==> config.mk <==
export PLATFORM = sky130hd
export DESIGN_NAME = decode_rx
export DESIGN_NICKNAME = d
export VERILOG_FILES = /design/src/rtl/decode_rx.sv
export SDC_FILE = /design/constraint.sdc
export NUM_CORES = 1
export LEC_CHECK = 0
export CAP_MARGIN = 40
export CORE_ASPECT_RATIO = 2
export CORE_MARGIN = 2
export CORE_UTILIZATION = 30
export DETAILED_ROUTE_END_ITERATION = 6
export PLACE_DENSITY = 0.45
export SLEW_MARGIN = 10
export SYNTH_ARGS = -nofsm -noshare
export SYNTH_HDL_FRONTEND = slang
export SYNTH_SLANG_ARGS = --single-unit
==> constraint.sdc <==
create_clock -name clk -period 5.6 [get_ports clk]
set_input_delay 1.12 -clock clk [delete_from_list [all_inputs] [get_ports clk]]
set_output_delay 1.12 -clock clk [all_outputs]
set_load 0.02 [all_outputs]
==> src/rtl/decode_rx.sv <==
// rtl/decode_rx.sv - USB full-speed receive line decoder (NRZI, unstuffing, SYNC/EOP, byte assembly)
module decode_rx (
  input  logic       clk,
  input  logic       n_rst,
  input  logic       dplus_in,
  input  logic       dminus_in,
  input  logic       bit_strobe,
  output logic [7:0] rx_data,
  output logic       rx_data_valid,
  output logic       rx_eop,
  output logic       rx_error,
  output logic       rx_active
);

  typedef enum logic [2:0] {S_IDLE, S_SYNC, S_DATA, S_EOP1, S_EOP2, S_ERR} state_t;

  logic       dp_meta_q, dp_q, dm_meta_q, dm_q;
  state_t     state_q, state_d;
  logic       prev_q, prev_d;
  logic       se0_prev_q, se0_prev_d;
  logic [2:0] ones_q, ones_d;
  logic [2:0] bitcnt_q, bitcnt_d;
  logic [2:0] idle_q, idle_d;
  logic [6:0] shift_q, shift_d;
  logic [7:0] data_q, data_d;
  logic       valid_q, valid_d, eop_q, eop_d, err_q, err_d;

  logic       line_j, line_k, line_se0, line_se1, dec_bit;
  logic [7:0] byte_w;

  // Synchronizers reset to the idle J state (D+=1, D-=0)
  always_ff @(posedge clk or negedge n_rst) begin
    if (!n_rst) begin
      dp_meta_q <= 1'b1;
      dp_q      <= 1'b1;
      dm_meta_q <= 1'b0;
      dm_q      <= 1'b0;
    end else begin
      dp_meta_q <= dplus_in;
      dp_q      <= dp_meta_q;
      dm_meta_q <= dminus_in;
      dm_q      <= dm_meta_q;
    end
  end

  assign line_j   =  dp_q & ~dm_q;
  assign line_k   = ~dp_q &  dm_q;
  assign line_se0 = ~dp_q & ~dm_q;
  assign line_se1 =  dp_q &  dm_q;
  // prev_q holds the D+ level of the last J/K sample: 1 means J
  assign dec_bit  = (dp_q == prev_q);
  assign byte_w   = {dec_bit, shift_q};

  always_comb begin
    state_d    = state_q;
    prev_d     = prev_q;
    se0_prev_d = se0_prev_q;
    ones_d     = ones_q;
    bitcnt_d   = bitcnt_q;
    idle_d     = idle_q;
    shift_d    = shift_q;
    data_d     = data_q;
    valid_d    = 1'b0;
    eop_d      = 1'b0;
    err_d      = 1'b0;
    if (bit_strobe) begin
      se0_prev_d = line_se0;
      case (state_q)
        S_IDLE: begin
          prev_d = 1'b1;
          if (line_k) begin
            state_d  = S_SYNC;
            prev_d   = 1'b0;
            ones_d   = 3'd0;
            bitcnt_d = 3'd1;
            shift_d  = {1'b0, shift_q[6:1]};
          end
        end
        S_SYNC, S_DATA: begin
          if (line_se1 || (line_se0 && (state_q == S_SYNC || bitcnt_q != 3'd0))) begin
            err_d = 1'b1;
          end else if (line_se0) begin
            state_d = S_EOP1;
          end else begin
            prev_d = dp_q;
            if (ones_q == 3'd6) begin
              // A 1 after six 1s is a stuff violation; a 0 is the stuff bit itself
              if (dec_bit) err_d = 1'b1;
              else         ones_d = 3'd0;
            end else begin
              ones_d   = dec_bit ? ones_q + 3'd1 : 3'd0;
              shift_d  = byte_w[7:1];
              bitcnt_d = bitcnt_q + 3'd1;
              if (bitcnt_q == 3'd7) begin
                if (state_q == S_SYNC) begin
                  if (byte_w == 8'h80) state_d = S_DATA;
                  else                 err_d   = 1'b1;
                end else begin
                  data_d  = byte_w;
                  valid_d = 1'b1;
                end
              end
            end
          end
        end
        S_EOP1: begin
          if (line_se0) state_d = S_EOP2;
          else          err_d   = 1'b1;
        end
        S_EOP2: begin
          if (line_j) begin
            eop_d   = 1'b1;
            state_d = S_IDLE;
          end else begin
            err_d = 1'b1;
          end
        end
        S_ERR: begin
          if (line_j) begin
            if (se0_prev_q || idle_q == 3'd7) state_d = S_IDLE;
            else                              idle_d  = idle_q + 3'd1;
          end else begin
            idle_d = 3'd0;
          end
        end
        default: state_d = S_IDLE;
      endcase
      if (err_d) begin
        state_d = S_ERR;
        idle_d  = 3'd0;
      end
    end
  end

  always_ff @(posedge clk or negedge n_rst) begin
    if (!n_rst) begin
      state_q    <= S_IDLE;
      prev_q     <= 1'b1;
      se0_prev_q <= 1'b0;
      ones_q     <= 3'd0;
      bitcnt_q   <= 3'd0;
      idle_q     <= 3'd0;
      shift_q    <= 7'd0;
      data_q     <= 8'd0;
      valid_q    <= 1'b0;
      eop_q      <= 1'b0;
      err_q      <= 1'b0;
    end else begin
      state_q    <= state_d;
      prev_q     <= prev_d;
      se0_prev_q <= se0_prev_d;
      ones_q     <= ones_d;
      bitcnt_q   <= bitcnt_d;
      idle_q     <= idle_d;
      shift_q    <= shift_d;
      data_q     <= data_d;
      valid_q    <= valid_d;
      eop_q      <= eop_d;
      err_q      <= err_d;
    end
  end

  assign rx_data       = data_q;
  assign rx_data_valid = valid_q;
  assign rx_eop        = eop_q;
  assign rx_error      = err_q;
  assign rx_active     = (state_q != S_IDLE);

endmodule
After elaboration in Yosys (flattened, before gate mapping)
Cells that the tools add are included.
{"block": "word_totals", "register_bits": 36, "out_inout_bits": 12, "word_cells": 129}
{"block": "op_classes", "n_addsub": 3, "n_eq_ne": 26, "muxes": 59, "n_bitwise": 10, "reduce_logical": 16}
{"operator": "$mux W3", "count": 25}
{"operator": "$mux W7", "count": 4}
{"operator": "$mux W1", "count": 24}
{"operator": "$ne A3 B3 Y1 const B", "count": 7}
{"operator": "$ne A4 B4 Y1 const B", "count": 4}
{"operator": "$eq A3 B3 Y1 const B", "count": 5}
{"operator": "$pmux W3 S5", "count": 1}
{"operator": "$pmux W7 S2", "count": 1}
{"operator": "$pmux W3 S2", "count": 2}
{"operator": "$reduce_and A6 Y1", "count": 2}
{"operator": "$reduce_and A11 Y1", "count": 1}
{"operator": "$add A3 B1 Y3 const B", "count": 3}
{"operator": "$eq A8 B8 Y1 const B", "count": 1}
{"operator": "$ne A2 B2 Y1 const B", "count": 4}
{"operator": "$reduce_and A7 Y1", "count": 1}
{"operator": "$eq A3 B2 Y1 const B", "count": 2}
{"operator": "$not A1 Y1", "count": 6}
{"operator": "$reduce_bool A3 Y1", "count": 2}
{"operator": "$and A1 B1 Y1", "count": 4}
{"operator": "$reduce_and A4 Y1", "count": 1}
{"operator": "$reduce_bool A2 Y1", "count": 2}
{"operator": "$eq A3 B1 Y1 const B", "count": 1}
{"operator": "$logic_not A3 Y1", "count": 1}
{"operator": "$logic_or A1 B1 Y1", "count": 3}
{"operator": "other kinds (7)", "count": 7}

Depth between registers and ports, before layout
{"block": "logic_depth", "word_depth": 12, "ltp_mapped": 7, "mapped_depth_nobuf": 7}

Least setup slack after synthesis
Ideal clock, no wire load.
{"block": "synth_path", "path_type": "input to register", "start": "input port bit_strobe", "end": "register shift_q[0]", "setup_time_ns": 0.125, "arrival_time_ns": 2.462, "path_slack_ns": 3.013, "path_stages": 6, "path_cell_list": "clkbuf_2 -> inv_1 -> a211oi_1 -> o211a_1 -> buf_2 -> mux2_2"}
{"block": "synth_via", "elab_chain_cells": 1}
{"element": "from (decl)", "line_no": "7", "source": "input logic bit_strobe,"}
{"element": "$reduce_and A6 Y1 (no source line)"}
{"element": "to (signal assigned)", "line_no": "155", "source": "shift_q <= shift_d;"}
{"element": "to (decl)", "line_no": "24", "source": "logic [6:0] shift_q, shift_d;"}
Every way passes these cells.
A chain may end at the register's enable or synchronous reset.

Final worst setup path
{"block": "layout_path", "start": "input port bit_strobe", "end": "register shift_q[5]"}
Same word-level chain as after synthesis.

==> flow_summary.json <==
{
  "status": "completed",
  "grt_pass1_vias": 1496,
  "synth_cell_types": 48,
  "setup_viol": 0,
  "cts_buffers": 5,
  "worstPathRequired_ns": 5.76,
  "cts_tree": "built",
  "core_mm2": 0.00606,
  "max_freq_mhz": 326,
  "slew_headroom_pct": 51.4,
  "async_flop_share_pct": 100,
  "dpl.hpwl_um": 3020,
  "fillCellCount": 598,
  "slew_viol_final": 0,
  "clock_tree.root_cell": "clkbuf_16",
  "critPathLaunch": "bit_strobe",
  "synthXorXnorAreaFrac_pct": 0.466,
  "overflow": 0,
  "gp_congestion": 0.924,
  "fin_crit_sh_pct": 54.8,
  "ys_warn_count": 0,
  "ys.flop_type": "dfrtp_1",
  "clock_tree.buffer_depth": 2,
  "dpl_worst_slack_ns": 2.23,
  "cpMaxStageDelayCell": "clkdlybuf4s50_1",
  "p_clk_share_pct": 28.1,
  "netSwitchingFraction_pct": 35.7,
  "clock_skew_ns": 0.00374,
  "worstSetupPathType": "primary input to register",
  "critical_path.max_stage_delay_ns": 0.62,
  "critPathTopFamily": "compound AO/OA/AOI/OAI gates",
  "grt_usage_pct": 13.8,
  "grt_max_degree": 37,
  "layout_setup_ws_ns": 2.53,
  "power_density_mw_per_mm2": 443,
  "grt_setup_unrepaired": "false",
  "synth_fp_nets": 188,
  "drc": 0,
  "yosysSeqAreaShare_pct": 48.1,
  "min_from": "dm_meta_q$_DFF_PN0_",
  "drt-total-wl_um": 4130,
  "rows": 40,
  "grt_pass1_wl_um": 7250,
  "crit_chain": "clkdlybuf4s50_1 -> inv_1 -> a211oi_1 -> o211a_1 -> mux2_2",
  "diodes": 0,
  "synth_edf_count": 0,
  "fin_tns_setup_ns": 0,
  "synth_fa_ha_area_share_pct": 4.66,
  "p_leak_nw": 0.969,
  "first_pass_iters": 6,
  "die_x_um": 60.0,
  "portBuffers": 16,
  "combPwrFrac_pct": 31.3,
  "min_period_ns": 3.07,
  "hold_path_class": "register to register",
  "arrival_ns": 3.22,
  "path_clk_slew_ns": 0.06,
  "r2r_setup_slack_ns": 3.34,
  "switchingPower_w": 0.000360,
  "crit_fanout": 13,
  "vdd_drop_max_v": 0.000175,
  "num_io_pins": 17,
  "worst_r2r_startpoint": "state_q[0]$_DFFE_PN0P_",
  "clock_latency_ns": 0.27,
  "start_kind": "primary input",
  "cts_resized": 0,
  "synthToLayoutAreaGrowth_pct": 20.8,
  "synth_top_family_by_area": "compound AO/OA/AOI/OAI gates",
  "post_cts_buffers": 0,
  "netlist_instances": 176,
  "cts_hold_buf": 0,
  "cts_sinks": 36,
  "syn-cell-area_mm2": 0.00188,
  "synth_seq_cells": 36,
  "synth-compound-area-share_pct": 18.8,
  "tightest_slew_ns": 0.730,
  "synth.avg_cell_area_um2": 10.7,
  "multi_input_area_um2": 887,
  "finalPower_w": 0.00101,
  "drive_gt1_share_pct": 18.7,
  "vias": 1400,
  "antenna_found_initial": 0,
  "synth_mux_area_share_pct": 9.45,
  "max-cap-violations": 0,
  "vias_per_cell": 5.05,
  "final_nets": 204,
  "end_kind": "register",
  "seq_area_um2": 905,
  "hold_violations": 0,
  "power_frac_seq_pct": 40.6,
  "die_h_um": 116,
  "initial_utilization_pct": 31.1,
  "path_buf_inv": 2,
  "post_drt_wl_per_cell_um": 14.9,
  "dieArea_mm2": 0.00696,
  "drtAntennaViolNets": 0,
  "drt_iter0_drc": 46,
  "intPower_w": 0.000647,
  "cts.htree.levels": 2,
  "synthSimpleGateAreaFrac_pct": 13.8
}
## metrics by stage
| stage | util, % | cell area, um2 | hold WS [ns] | instances |
|---|---|---|---|---|
| after global routing | 37.5 | 2270 | 0.353 | 277 |
| after floorplan | - | 1880 | 0.331 | 176 |
| after CTS | 37.2 | 2250 | 0.348 | 276 |
| final | 37.5 | 2270 | 0.347 | 277 |
| after detailed placement | 34.6 | 2100 | 0.335 | 268 |
| after global placement | 34.6 | 2100 | 0.336 | 268 |
## flip-flops by register name, summed over array words and instances (netlist names)
name	cells
bitcnt_q	3
dm_meta_q	1
dm_q	1
dp_meta_q	1
dp_q	1
idle_q	3
ones_q	3
prev_q	1
rx_data	8
rx_data_valid	1
rx_eop	1
rx_error	1
se0_prev_q	1
shift_q	7
state_q	3
## cells in the final DEF, fill, tap and decap left out, types with 4 or more instances in the layout
master	Yosys	final
a21oi_1	7	7
and2_1	4	4
clkbuf_16	0	5
clkdlybuf4s50_1	0	15
dfrtp_1	33	33
ha_1	7	7
inv_1	12	12
mux2_2	14	14
nand2_1	10	10
nand3_1	7	7
nor2_1	6	6
nor3_1	4	4
o21ai_0	13	13
## routing by layer
layer | vias up | track usage [%] | routed length (um)
li1 | 674 | - | -
met1 | 691 | 15.4 | 1610
met2 | 23 | 23.8 | 2290
met3 | 12 | 2.57 | 77
met4 | 0 | 7.56 | 154
met5 | - | 0 | 0
## cell type report
type	instances	area share [%]
clock buffer	6	6.12
clock inverter	2	0.661
inverter	12	1.98
multi-input combinational	120	39.1
sequential	36	39.8
tap	84	4.63
timing repair buffer	17	7.71
## cells by family (layout without fill, tap and decap cells)
| logic type | count (synthesis) | after routing |
|---|---|---|
| XOR/XNOR | 1 | 1 |
| multiplexers | 16 | 16 |
| AND/OR/NAND/NOR | 48 | 48 |
| adder cells (fa/ha/maj) | 7 | 7 |
| buffers and inverters | 20 | 37 |
| AO/OA/AOI/OAI | 48 | 48 |
| flip-flops | 36 | 36 |
## power by group through the flow
stage | Clock, W | Sequential, W | Combinational (W)
2_1_floorplan | 0 | 0.000377 | 0.000256
3_3_place_gp | 0 | 0.000412 | 0.000310
3_5_place_dp | 0 | 0.000414 | 0.000316
4_1_cts | 0.000291 | 0.000410 | 0.000317
5_1_grt | 0.000304 | 0.000423 | 0.000357
6_report | 0.000283 | 0.000409 | 0.000315
## worst register-to-register path: stages, from the launching register on
cell and delay (ns):
dfrtp_1 0.59, nor3b_1 0.61, o22ai_1 0.20, a221o_1 0.37
o211ai_2 0.17, o221ai_1 0.18
## synth_stat cells (2+ instances only)
master     n  area share (%)
buf_2      4             1.1
inv_1     12             2.4
or2_2      2            0.67
mux2_2    14             8.4
o21ai_0   13             3.5
ha_1       7             4.7
dfrtp_1   33              44
a211oi_1   2            0.80
a21o_1     2            0.80
a22oi_1    3             1.2
nor3_1     4             1.1
nand3_1    7             1.9
a21oi_1    7             1.9
clkbuf_1   2            0.40
and2_1     4             1.3
nor4_1     3             1.0
dfstp_2    3             4.2
o22ai_1    3             1.0
o211ai_1   2            0.80
o21a_1     3             1.2
nor2_1     6             1.2
mux2i_1    2             1.1
a31o_2     2            0.93
nand2_1   10             2.0
nand2b_1   3             1.0
## final timing paths
check	end	depth (start not counted)
setup / recovery	shift_q[5]$_DFFE_PN0P_	5
hold / removal	dm_q$_DFF_PN0_	0
setup reg to reg	state_q[1]$_DFFE_PN0P_	5
hold reg to reg	dm_q$_DFF_PN0_	0
max in group asynchronous	dp_q$_DFF_PN1_	2
min in group asynchronous	ones_q[1]$_DFFE_PN0P_	2
Power figures use the tool's default switching activity.
